File: src/rtl/ctrl_pkg.sv
// Shared encodings and the Moore output decode for the multicycle control FSM.
package ctrl_pkg;

    typedef enum logic [3:0] {
        S_PREFETCH   = 4'd0,
        S_FETCH      = 4'd1,
        S_DECODE     = 4'd2,
        S_MEM_ADDR   = 4'd3,
        S_MEM_READ   = 4'd4,
        S_MEM_WB     = 4'd5,
        S_MEM_WRITE  = 4'd6,
        S_EXECUTE    = 4'd7,
        S_ALU_WB     = 4'd8,
        S_BRANCH     = 4'd9,
        S_JUMP       = 4'd10,
        S_IMM_EXEC   = 4'd11,
        S_IMM_WB     = 4'd12,
        S_ILLEGAL    = 4'd13,
        S_INT_SAVE   = 4'd14,
        S_INT_VECTOR = 4'd15
    } state_t;

    localparam logic [5:0] OP_RTYPE = 6'b000000;
    localparam logic [5:0] OP_J     = 6'b000010;
    localparam logic [5:0] OP_BEQ   = 6'b000100;
    localparam logic [5:0] OP_ANDI  = 6'b001100;
    localparam logic [5:0] OP_ORI   = 6'b001101;
    localparam logic [5:0] OP_XORI  = 6'b001110;
    localparam logic [5:0] OP_LUI   = 6'b001111;
    localparam logic [5:0] OP_LW    = 6'b100011;
    localparam logic [5:0] OP_SW    = 6'b101011;

    localparam logic [5:0] FN_ADD = 6'b100000;
    localparam logic [5:0] FN_SUB = 6'b100010;
    localparam logic [5:0] FN_AND = 6'b100100;
    localparam logic [5:0] FN_XOR = 6'b100110;

    localparam logic [1:0] ALU_AND = 2'b00;
    localparam logic [1:0] ALU_XOR = 2'b01;
    localparam logic [1:0] ALU_ADD = 2'b10;
    localparam logic [1:0] ALU_SUB = 2'b11;

    localparam logic [1:0] RD_RT = 2'b00;
    localparam logic [1:0] RD_RD = 2'b01;
    localparam logic [1:0] RD_RA = 2'b10;

    localparam logic [1:0] M2R_ALU = 2'b00;
    localparam logic [1:0] M2R_MEM = 2'b01;
    localparam logic [1:0] M2R_PC  = 2'b10;

    localparam logic [1:0] SRCB_REG  = 2'b00;
    localparam logic [1:0] SRCB_FOUR = 2'b01;
    localparam logic [1:0] SRCB_IMM  = 2'b10;
    localparam logic [1:0] SRCB_BOFF = 2'b11;

    localparam logic [1:0] PCS_ALU  = 2'b00;
    localparam logic [1:0] PCS_BR   = 2'b01;
    localparam logic [1:0] PCS_JUMP = 2'b10;
    localparam logic [1:0] PCS_VEC  = 2'b11;

    typedef struct packed {
        logic       pc_write;
        logic       ir_write;
        logic       lor_d;
        logic       mem_write;
        logic       reg_write;
        logic       alu_src_a;
        logic       is_branch;
        logic       is_interrupted;
        logic [1:0] mem_to_reg;
        logic [1:0] reg_dst;
        logic [1:0] alu_src_b;
        logic [1:0] pc_source;
        logic [1:0] alu_control;
    } ctrl_t;

    // R-type functions the ALU implements; anything else traps.
    function automatic logic funct_legal(input logic [5:0] funct);
        return (funct == FN_ADD) || (funct == FN_SUB) ||
               (funct == FN_AND) || (funct == FN_XOR);
    endfunction

    // Map funct to ALU op; unknown codes fall back to ADD so the output is never X.
    function automatic logic [1:0] alu_from_funct(input logic [5:0] funct);
        logic [1:0] a;
        case (funct)
            FN_SUB:  a = ALU_SUB;
            FN_AND:  a = ALU_AND;
            FN_XOR:  a = ALU_XOR;
            default: a = ALU_ADD;
        endcase
        return a;
    endfunction

    // Moore decode of datapath controls for a given state.
    function automatic ctrl_t decode_ctrl(input state_t s, input logic [5:0] funct);
        ctrl_t c;
        c = '0;
        case (s)
            S_FETCH: begin
                c.ir_write    = 1'b1;
                c.pc_write    = 1'b1;
                c.alu_src_b   = SRCB_FOUR;
                c.alu_control = ALU_ADD;
            end
            S_DECODE: begin
                c.alu_src_b   = SRCB_BOFF;
                c.alu_control = ALU_ADD;
            end
            S_MEM_ADDR: begin
                c.alu_src_a   = 1'b1;
                c.alu_src_b   = SRCB_IMM;
                c.alu_control = ALU_ADD;
            end
            S_MEM_READ: c.lor_d = 1'b1;
            S_MEM_WB: begin
                c.reg_dst    = RD_RT;
                c.mem_to_reg = M2R_MEM;
                c.reg_write  = 1'b1;
            end
            S_MEM_WRITE: begin
                c.lor_d     = 1'b1;
                c.mem_write = 1'b1;
            end
            S_EXECUTE, S_IMM_EXEC: begin
                c.alu_src_a   = 1'b1;
                c.alu_src_b   = (s == S_EXECUTE) ? SRCB_REG : SRCB_IMM;
                c.alu_control = alu_from_funct(funct);
            end
            S_ALU_WB, S_IMM_WB: begin
                c.reg_dst    = RD_RD;
                c.mem_to_reg = M2R_ALU;
                c.reg_write  = 1'b1;
            end
            S_BRANCH: begin
                c.alu_src_a   = 1'b1;
                c.alu_src_b   = SRCB_REG;
                c.alu_control = ALU_SUB;
                c.is_branch   = 1'b1;
                c.pc_source   = PCS_BR;
            end
            S_JUMP: begin
                c.pc_write  = 1'b1;
                c.pc_source = PCS_JUMP;
            end
            S_INT_SAVE: begin
                c.is_interrupted = 1'b1;
                c.reg_dst        = RD_RA;
                c.mem_to_reg     = M2R_PC;
                c.reg_write      = 1'b1;
            end
            S_INT_VECTOR: begin
                c.is_interrupted = 1'b1;
                c.pc_write       = 1'b1;
                c.pc_source      = PCS_VEC;
            end
            default: c = '0;
        endcase
        return c;
    endfunction

endpackage

File: src/rtl/multicycle_ctrl_irq_if.sv
// Instruction/interrupt inputs and datapath control outputs of the control unit.
interface multicycle_ctrl_irq_if #(
    parameter int unsigned N_IRQ = 4
);
    localparam int unsigned SRC_W = $clog2(N_IRQ + 2);

    logic [5:0]       op;
    logic [5:0]       funct;
    logic [N_IRQ-1:0] irq;
    logic [N_IRQ-1:0] irq_mask;
    logic             intd;
    logic             nmi;

    logic             pc_write;
    logic             ir_write;
    logic             lor_d;
    logic             mem_write;
    logic             reg_write;
    logic             alu_src_a;
    logic             is_branch;
    logic [1:0]       mem_to_reg;
    logic [1:0]       reg_dst;
    logic [1:0]       alu_src_b;
    logic [1:0]       pc_source;
    logic [1:0]       alu_control;
    logic             is_interrupted;
    logic [SRC_W-1:0] int_src;
    logic [N_IRQ-1:0] irq_ack;

    modport master (
        output op, funct, irq, irq_mask, intd, nmi,
        input  pc_write, ir_write, lor_d, mem_write, reg_write, alu_src_a, is_branch,
               mem_to_reg, reg_dst, alu_src_b, pc_source, alu_control,
               is_interrupted, int_src, irq_ack
    );

    modport slave (
        input  op, funct, irq, irq_mask, intd, nmi,
        output pc_write, ir_write, lor_d, mem_write, reg_write, alu_src_a, is_branch,
               mem_to_reg, reg_dst, alu_src_b, pc_source, alu_control,
               is_interrupted, int_src, irq_ack
    );
endinterface

File: src/rtl/multicycle_ctrl_irq_pending.sv
// Interrupt front end: edge capture, pending bits, gating, fixed-priority select, ack clear.
module irq_pending_unit #(
    parameter int unsigned N_IRQ = 4,
    parameter int unsigned SRC_W = $clog2(N_IRQ + 2)
) (
    input  logic             clk,
    input  logic             rst_n,
    input  logic [N_IRQ-1:0] irq,
    input  logic [N_IRQ-1:0] irq_mask,
    input  logic             intd,
    input  logic             nmi,
    input  logic             ack_en,
    input  logic [SRC_W-1:0] ack_src,
    output logic             take_c,
    output logic [SRC_W-1:0] src_c
);

    logic [N_IRQ-1:0] irq_prev;
    logic             nmi_prev;
    logic [N_IRQ-1:0] irq_pend;
    logic             nmi_pend;
    logic [N_IRQ-1:0] irq_clr;
    logic             nmi_clr;
    logic [N_IRQ-1:0] eligible;

    // Decode which pending bit the current vector cycle acknowledges.
    always_comb begin
        irq_clr = '0;
        nmi_clr = 1'b0;
        if (ack_en) begin
            nmi_clr = (ack_src == '0);
            for (int i = 0; i < int'(N_IRQ); i++) begin
                irq_clr[i] = (ack_src == SRC_W'(i + 1));
            end
        end
    end

    // Edge samplers start high so lines already asserted at reset release are ignored; set beats clear.
    always_ff @(posedge clk or negedge rst_n) begin
        if (!rst_n) begin
            irq_prev <= '1;
            nmi_prev <= 1'b1;
            irq_pend <= '0;
            nmi_pend <= 1'b0;
        end else begin
            irq_prev <= irq;
            nmi_prev <= nmi;
            irq_pend <= (irq_pend & ~irq_clr) | (irq & ~irq_prev);
            nmi_pend <= (nmi_pend & ~nmi_clr) | (nmi & ~nmi_prev);
        end
    end

    assign eligible = irq_pend & irq_mask & {N_IRQ{~intd}};

    // Fixed priority: NMI first, then lowest-numbered eligible line.
    always_comb begin
        take_c = 1'b0;
        src_c  = '0;
        if (nmi_pend) begin
            take_c = 1'b1;
        end else begin
            for (int i = int'(N_IRQ) - 1; i >= 0; i--) begin
                if (eligible[i]) begin
                    take_c = 1'b1;
                    src_c  = SRC_W'(i + 1);
                end
            end
        end
    end

endmodule

File: src/rtl/multicycle_ctrl_irq.sv
// Multicycle MIPS control FSM with maskable IRQs, NMI and illegal-instruction trap.
module multicycle_ctrl_irq
    import ctrl_pkg::*;
#(
    parameter int unsigned N_IRQ = 4
) (
    input logic                clk,
    input logic                rst_n,
    multicycle_ctrl_irq_if.slave bus
);

    localparam int unsigned SRC_W = $clog2(N_IRQ + 2);

    state_t           state_q, state_d;
    ctrl_t            ctrl_q, ctrl_d;
    logic [SRC_W-1:0] int_src_q, int_src_d;
    logic [N_IRQ-1:0] irq_ack_q, irq_ack_d;
    logic             take_c;
    logic [SRC_W-1:0] src_c;

    irq_pending_unit #(
        .N_IRQ (N_IRQ),
        .SRC_W (SRC_W)
    ) u_pending (
        .clk      (clk),
        .rst_n    (rst_n),
        .irq      (bus.irq),
        .irq_mask (bus.irq_mask),
        .intd     (bus.intd),
        .nmi      (bus.nmi),
        .ack_en   (state_q == S_INT_VECTOR),
        .ack_src  (int_src_q),
        .take_c   (take_c),
        .src_c    (src_c)
    );

    // Next state, latched source and next registered outputs.
    always_comb begin
        state_d   = state_q;
        int_src_d = int_src_q;
        irq_ack_d = '0;
        case (state_q)
            S_PREFETCH: begin
                if (take_c) begin
                    state_d   = S_INT_SAVE;
                    int_src_d = src_c;
                end else begin
                    state_d = S_FETCH;
                end
            end
            S_FETCH: state_d = S_DECODE;
            S_DECODE: begin
                case (bus.op)
                    OP_LW, OP_SW: state_d = S_MEM_ADDR;
                    OP_RTYPE:     state_d = funct_legal(bus.funct) ? S_EXECUTE : S_ILLEGAL;
                    OP_BEQ:       state_d = S_BRANCH;
                    OP_J:         state_d = S_JUMP;
                    OP_ANDI, OP_ORI, OP_XORI, OP_LUI: state_d = S_IMM_EXEC;
                    default:      state_d = S_ILLEGAL;
                endcase
            end
            S_MEM_ADDR:  state_d = (bus.op == OP_SW) ? S_MEM_WRITE : S_MEM_READ;
            S_MEM_READ:  state_d = S_MEM_WB;
            S_MEM_WB:    state_d = S_PREFETCH;
            S_MEM_WRITE: state_d = S_PREFETCH;
            S_EXECUTE:   state_d = S_ALU_WB;
            S_ALU_WB:    state_d = S_PREFETCH;
            S_BRANCH:    state_d = S_PREFETCH;
            S_JUMP:      state_d = S_PREFETCH;
            S_IMM_EXEC:  state_d = S_IMM_WB;
            S_IMM_WB:    state_d = S_PREFETCH;
            S_ILLEGAL: begin
                state_d   = S_INT_SAVE;
                int_src_d = SRC_W'(N_IRQ + 1);
            end
            S_INT_SAVE:   state_d = S_INT_VECTOR;
            S_INT_VECTOR: state_d = S_FETCH;
            default:      state_d = S_PREFETCH;
        endcase

        if (state_d == S_INT_VECTOR) begin
            for (int i = 0; i < int'(N_IRQ); i++) begin
                irq_ack_d[i] = (int_src_q == SRC_W'(i + 1));
            end
        end

        ctrl_d = decode_ctrl(state_d, bus.funct);
    end

    // State register; outputs are registered alongside so they track the state exactly.
    always_ff @(posedge clk or negedge rst_n) begin
        if (!rst_n) begin
            state_q   <= S_PREFETCH;
            ctrl_q    <= '0;
            int_src_q <= '0;
            irq_ack_q <= '0;
        end else begin
            state_q   <= state_d;
            ctrl_q    <= ctrl_d;
            int_src_q <= int_src_d;
            irq_ack_q <= irq_ack_d;
        end
    end

    assign bus.pc_write       = ctrl_q.pc_write;
    assign bus.ir_write       = ctrl_q.ir_write;
    assign bus.lor_d          = ctrl_q.lor_d;
    assign bus.mem_write      = ctrl_q.mem_write;
    assign bus.reg_write      = ctrl_q.reg_write;
    assign bus.alu_src_a      = ctrl_q.alu_src_a;
    assign bus.is_branch      = ctrl_q.is_branch;
    assign bus.is_interrupted = ctrl_q.is_interrupted;
    assign bus.mem_to_reg     = ctrl_q.mem_to_reg;
    assign bus.reg_dst        = ctrl_q.reg_dst;
    assign bus.alu_src_b      = ctrl_q.alu_src_b;
    assign bus.pc_source      = ctrl_q.pc_source;
    assign bus.alu_control    = ctrl_q.alu_control;
    assign bus.int_src        = int_src_q;
    assign bus.irq_ack        = irq_ack_q;

endmodule

File: src/flat_wrapper.sv
// flat-port wrapper written by rule: the top's interface ports become plain ports
module multicycle_ctrl_irq_flat import ctrl_pkg::*;
#(
    parameter int unsigned N_IRQ = 4
)
  (clk, rst_n, bus_op, bus_funct, bus_irq, bus_irq_mask, bus_intd, bus_nmi, bus_pc_write, bus_ir_write, bus_lor_d, bus_mem_write, bus_reg_write, bus_alu_src_a, bus_is_branch, bus_mem_to_reg, bus_reg_dst, bus_alu_src_b, bus_pc_source, bus_alu_control, bus_is_interrupted, bus_int_src, bus_irq_ack);
  multicycle_ctrl_irq_if #(.N_IRQ(N_IRQ)) bus_i ();
  input logic clk;
  input logic rst_n;
  input wire logic [$bits(bus_i.op)-1:0] bus_op;
  input wire logic [$bits(bus_i.funct)-1:0] bus_funct;
  input wire logic [$bits(bus_i.irq)-1:0] bus_irq;
  input wire logic [$bits(bus_i.irq_mask)-1:0] bus_irq_mask;
  input wire logic [$bits(bus_i.intd)-1:0] bus_intd;
  input wire logic [$bits(bus_i.nmi)-1:0] bus_nmi;
  output wire logic [$bits(bus_i.pc_write)-1:0] bus_pc_write;
  output wire logic [$bits(bus_i.ir_write)-1:0] bus_ir_write;
  output wire logic [$bits(bus_i.lor_d)-1:0] bus_lor_d;
  output wire logic [$bits(bus_i.mem_write)-1:0] bus_mem_write;
  output wire logic [$bits(bus_i.reg_write)-1:0] bus_reg_write;
  output wire logic [$bits(bus_i.alu_src_a)-1:0] bus_alu_src_a;
  output wire logic [$bits(bus_i.is_branch)-1:0] bus_is_branch;
  output wire logic [$bits(bus_i.mem_to_reg)-1:0] bus_mem_to_reg;
  output wire logic [$bits(bus_i.reg_dst)-1:0] bus_reg_dst;
  output wire logic [$bits(bus_i.alu_src_b)-1:0] bus_alu_src_b;
  output wire logic [$bits(bus_i.pc_source)-1:0] bus_pc_source;
  output wire logic [$bits(bus_i.alu_control)-1:0] bus_alu_control;
  output wire logic [$bits(bus_i.is_interrupted)-1:0] bus_is_interrupted;
  output wire logic [$bits(bus_i.int_src)-1:0] bus_int_src;
  output wire logic [$bits(bus_i.irq_ack)-1:0] bus_irq_ack;
  assign bus_i.op = bus_op;
  assign bus_i.funct = bus_funct;
  assign bus_i.irq = bus_irq;
  assign bus_i.irq_mask = bus_irq_mask;
  assign bus_i.intd = bus_intd;
  assign bus_i.nmi = bus_nmi;
  assign bus_pc_write = bus_i.pc_write;
  assign bus_ir_write = bus_i.ir_write;
  assign bus_lor_d = bus_i.lor_d;
  assign bus_mem_write = bus_i.mem_write;
  assign bus_reg_write = bus_i.reg_write;
  assign bus_alu_src_a = bus_i.alu_src_a;
  assign bus_is_branch = bus_i.is_branch;
  assign bus_mem_to_reg = bus_i.mem_to_reg;
  assign bus_reg_dst = bus_i.reg_dst;
  assign bus_alu_src_b = bus_i.alu_src_b;
  assign bus_pc_source = bus_i.pc_source;
  assign bus_alu_control = bus_i.alu_control;
  assign bus_is_interrupted = bus_i.is_interrupted;
  assign bus_int_src = bus_i.int_src;
  assign bus_irq_ack = bus_i.irq_ack;
  multicycle_ctrl_irq #(.N_IRQ(N_IRQ)) u_core (.clk(clk), .rst_n(rst_n), .bus(bus_i));
endmodule
File: config.mk
export PLATFORM = sky130hd
export DESIGN_NAME = multicycle_ctrl_irq_flat
export DESIGN_NICKNAME = d
export VERILOG_FILES = /design/src/rtl/ctrl_pkg.sv /design/src/rtl/multicycle_ctrl_irq_if.sv /design/src/rtl/multicycle_ctrl_irq_pending.sv /design/src/rtl/multicycle_ctrl_irq.sv /design/src/flat_wrapper.sv
export SDC_FILE = /design/constraint.sdc
export NUM_CORES = 1
export LEC_CHECK = 0
export CAP_MARGIN = 20
export CORE_MARGIN = 2
export CORE_UTILIZATION = 47
export CTS_CLUSTER_DIAMETER = 150
export CTS_CLUSTER_SIZE = 12
export DETAILED_ROUTE_END_ITERATION = 6
export PLACE_DENSITY = 0.77
export SYNTH_ARGS = -nofsm -noshare
export SYNTH_HDL_FRONTEND = slang
export SYNTH_SLANG_ARGS = --single-unit
export TNS_END_PERCENT = 5
File: constraint.sdc
create_clock -name clk -period 2.4 [get_ports clk]
set_clock_uncertainty 0.15 [all_clocks]
set_input_delay 0.72 -clock clk [delete_from_list [all_inputs] [get_ports clk]]
set_output_delay 0.72 -clock clk [all_outputs]
set_load 0.02 [all_outputs]
======== Yosys cells after proc, flatten, opt, wreduce, memory -nomap -nowiden ========
Index checks and enable logic that the tools add are counted.
word-level totals
  bits in registers ....................... 39
  word-level logic and storage cells ...... 132
  ROM bits ................................ 0
  RAM bits ................................ 0
  memories ................................ 0
  output and inout port bits .............. 25
  input port bits ......................... 24
  bits in latches ......................... 0
cells by class
  bitwise gates (word level) .............. 13
  equal/unequal tests ..................... 46
  magnitude comparators ................... 0
  reduce and logical (&&, ||, !) cells .... 19
  divide/modulo/power cells ............... 0
  $add $sub $neg .......................... 0
  $mul .................................... 0
  mux-type cells .......................... 34
  shift-type cells ........................ 0
operator list
  kind                                                                   count
  4-bit equality test, second input constant                             15
  4-bit one-hot mux with 11 select lines                                 1
  6-bit equality test, second input constant                             6
  4-bit by 3-bit equality test with 1-bit output, second input constant  8
  6-bit by 4-bit equality test with 1-bit output, second input constant  4
  4-bit one-hot mux with 5 select lines                                  1
  3-bit two-way mux                                                      6
  2-bit one-hot mux with 3 select lines                                  3
  4-bit AND                                                              4
  4-bit by 2-bit equality test with 1-bit output, second input constant  4
  4-bit two-way mux                                                      4
  1-bit two-way mux                                                      14
  4-bit one-hot mux with 3 select lines                                  1
  4-bit OR reduction                                                     3
  2-bit OR reduction                                                     5
  4-bit by 1-bit equality test with 1-bit output, second input constant  2
  4-bit inverter                                                         2
  2-bit one-hot mux with 4 select lines                                  1
  3-bit by 2-bit equality test with 1-bit output, second input constant  2
  6-bit by 2-bit equality test with 1-bit output, second input constant  1
  6-bit by 3-bit equality test with 1-bit output, second input constant  1
  6-bit zero test                                                        1
  3-bit one-hot mux with 2 select lines                                  1
  3-bit OR reduction                                                     2
  other kinds (14)                                                       20

======== Logic depth before layout (Yosys ltp) ========
  depth after elaboration ................. 12
  gate-level depth with buffers ........... 10
  gate-level depth less buffers ........... 8

======== Modules after synthesis ========
From an unflattened synthesis, not the netlist that was laid out.
second synthesis, totals
  cells, all modules ...................... 200
  area, all modules ....................... 1988.2 um^2
by module, submodules not included
  module               cells each  area each (um^2)  sequential area each (um^2)  times used
  multicycle_ctrl_irq  158         1552.7            700.7                        1
  irq_pending_unit     42          435.4             256.5                        1

======== Least setup slack after synthesis ========
OpenSTA, ideal clock, no wires.
  kind .................................... input port to flip-flop
  start point ............................. input bus_op[2]
  end point ............................... register u_core.ctrl_q (netlist bit u_core.bus.alu_control[0])
  data required time ...................... 2.126 ns
  library setup time ...................... 0.124 ns
  cell stages on the path ................. 9
  arrival time ............................ 2.245 ns
  setup slack ............................. -0.119 ns
  cells stage by stage .................... buf_6 -> or3b_1 -> a311o_1 -> a31oi_1 -> and3b_1 -> buf_6 -> clkinv_4 -> nor3_1 -> a211o_1
RTL lines
  item                  RTL line                   RTL
  start, declared       flat_wrapper.sv:10         input wire logic [$bits(bus_i.op)-1:0] bus_op;
  end signal, assigned  multicycle_ctrl_irq.sv:99  ctrl_q <= ctrl_d;
  end, declared         multicycle_ctrl_irq.sv:15  ctrl_t ctrl_q, ctrl_d;

==> flow_summary.toml <==
[synthesis]
synth-edff-count = 0
muxShareOfSynthArea = 0
syn_avg_cell_area_um2 = 10.04
ys_ff_latch = 38
synth_area_leaders = "dfrtp_1 (46%), dfstp_2 (7.3%), nand2_1 (5.8%)"
synth_cells = 179
synthFlopType = "dfrtp_1"
synth_cell_types = 55
synth_top_area_cell = "dfrtp_1"
yosysTopAreaCellShare = 0.4593
yosys.area_share.simple = 0.2324
synth_compound_area_frac = 0.1775
synthArstFlopShare = 1.000
synth_top_family_by_area = "simple AND/OR/NAND/NOR gates"
syn_area_mm2 = 0.001798
ys_warn_count = 0
ys_seq_area_frac = 0.5324
synth_xor_area_frac = 0.004871
synth_fp_nets = 203
synth_adder_area_share = 0

[global_routing]
overflow = 0
grtUsageTotal = 0.2496
grt_pass1_wl_um = 8059
grt_max_degree = 39
first_global_vias = 1772
antenna_found_initial = 0

[power]
p_per_area_mw_per_mm2 = 1225
peakVddDrop_mv = 0.9924
p_leak_nw = 1.226
p_total_mw = 3.378

[setup_path]
critPathMaxStageDelay_ps = 470
crit_required_ps = 2450
cp-end-kind = "flop"
crit_path_frequent_cell = "buf_4"
path_class = "primary input to flop"
reg2reg_depth = 8
cp_max_fo = 5
worstPathArrival_ps = 2440
worstPathCellList = "buf_4, buf_4, nor4b_1, a2111oi_1, a211o_1, nand2_2, inv_1, nand2_2, buf_4, o22ai_1"
cp_slowest_cell = "a2111oi_1"
startpoint_type = "primary input"

[routing]
first_iter_violations = 104
highest_layer = "met4"
drtPass1Iterations = 4
drt-vias-per-instance = 5.614
wl_met1_um = 1960
wl_met3_um = 329
route.met2.wl_um = 2680
vias = 1729
drc = 0
drt-wirelength-per-cell_um = 16.44
drt-total-wl_um = 5062
ant_nets = 0

[floorplanning]
core_mm2 = 0.003661
num_io_pins = 49
start_util = 0.4911
die_w_um = 65.85
dieArea_mm2 = 0.004336
die_h_um = 65.85
rows = 22

[timing]
max_freq_mhz = 417.4
fin_crit_sh = 0.9981
hold_viol = 0
final_max_slew_viol_count = 0
whs_ps = 381.4
tightest_slew_ps = 464.4
rsz0062_at_grt = "yes"
slew_headroom = 0.6904
setup_viol = 0
fin_crit_ps = 2396
finalSetupTns_ps = 0

[clock_network]
cts_max_level = 2
tritoncts = "done"
clock_latency_ps = 290
cts_inserted_buffers = 5
holdBufCountCts = 0
path_clk_slew_ps = 70
clockBufferDepth = 2
cts_root_buf = "clkbuf_8"
cts.sink_count = 38

[worst_hold_path]
hp-class = "flop to flop"
whs_path_depth = 1

[layout]
n_fill_cell = 248
antennaDiodeCount = 0
regArea_um2 = 957.2
fin_cells = 308
layout-drive-gt1-share = 0.2846
multi_input_area_um2 = 849.6
syn_to_final_growth_pct = 53.37
nNetsFinal = 283

[status]
status = "finished clean"

[placement]
gp_congestion = 0.9156
io_buffers = 48
hpwl_um = 3362
dp.cells = 294

[flow_run]
cap_violations = 0
[critical path, delay by kind of cell]
family,cells,cell delay (ps)
AOI/OAI and AO/OA,3,810
buffers and inverters,4,590
and+or+nand+nor,3,310
[Yosys cell counts, types with 2 or more instances]
library cell  number
o21ai_1            3
and3b_1            2
nor2_1            13
nand3_1            5
a211o_1            2
a2111oi_0          2
buf_2              3
o31ai_1            2
nor4b_1            3
a31oi_1            3
o21a_1             2
nand3b_1           3
a22oi_1            2
dfstp_2            5
dfrtp_1           33
a21oi_1            4
buf_6              2
and2_1             2
o22ai_1            3
nand2_1           28
nand2b_1           2
nor3_1             4
inv_1             10
o21ai_0           10
[per-stage QoR]
step	setup slack, ps	instance area [um^2]	util
6_report	4.473	2758	0.7532
5_1_grt	-59.30	2758	0.7532
4_1_cts	-33.17	2649	0.7235
3_5_place_dp	-734.4	2485	0.6787
3_3_place_gp	-603.4	2485	0.6787
2_1_floorplan	-72.61	1798	-
[layer usage]
layer  global-route usage  vias to the layer above
met5                    0                        -
met4               0.1198                        0
met3              0.05792                       13
met2               0.4381                       83
met1               0.2849                      838
li1                     -                      795
[where the power goes]
part,switching (mW),total (mW),internal [mW]
sequential,0.126,0.927,0.801
combinational,1.03,1.93,0.901
clock,0.212,0.523,0.311
total,1.36,3.38,2.01
[logic make-up (layout without fill, tap and decap cells)]
group,count (synthesis),count (layout)
simple gates,77,77
flops,38,38
xor+xnor,1,1
compound gates,45,45
buf+inv,18,99
[what timing repair did]
| action | 4_1_cts | 5_1_grt |
|---|---|---|
| setup endpoints to repair | 15 | 12 |
| resized for setup | 32 | 27 |
| setup buffers | 2 | 4 |
| pin swaps | 4 | 12 |
[path summary, 6_finish.rpt]
path | start | end | slack (ps)
hold / removal | u_core.u_pending.irq_prev[1] | u_core.u_pending.irq_pend[1] | 380
max in group asynchronous | rst_n | u_core.u_pending.irq_prev[1] | 1040
hold reg to reg | u_core.u_pending.irq_prev[1] | u_core.u_pending.irq_pend[1] | 380
setup reg to reg | u_core.state_q[2] | u_core.bus.alu_control[0] | 160
min in group asynchronous | rst_n | u_core.bus.lor_d | 700
setup / recovery | bus_op[1] | u_core.bus.alu_src_b[0] | 4
[placed cells by master, fill, tap and decap left out, types with 2 or more instances in the layout]
master / netlist / layout
nand3b_1: 3 / 3
clkbuf_1: 1 / 2
a22oi_2: 0 / 2
nor2_2: 1 / 2
a31oi_1: 3 / 2
nand2_1: 28 / 26
nor4_2: 1 / 2
a211o_1: 2 / 2
dfstp_2: 5 / 5
clkbuf_8: 0 / 5
clkdlybuf4s50_1: 0 / 36
a21oi_1: 4 / 4
nor3_1: 4 / 4
buf_4: 1 / 31
clkbuf_2: 0 / 2
inv_1: 10 / 10
o21ai_0: 10 / 10
o31ai_1: 2 / 2
dlymetal6s2s_1: 0 / 3
buf_6: 2 / 2
o21a_1: 2 / 2
and2_1: 2 / 2
nand3_1: 5 / 4
buf_12: 0 / 2
nor2_1: 13 / 11
o21ai_1: 3 / 3
nor4b_2: 0 / 2
dfrtp_1: 33 / 33
nand2_2: 1 / 3
nand2b_1: 2 / 2
dlygate4sd2_1: 0 / 4
o22ai_1: 3 / 2
[final cells by class]
cell class,instances,area share
multi-input cells,123,0.3081
clock buffers,7,0.02768
repair buffers,80,0.2677
inverters,11,0.01679
flip-flops and latches,38,0.3471
clock inverters,1,0.01089
well taps,48,0.02178
(Power assumes the default switching activity.)
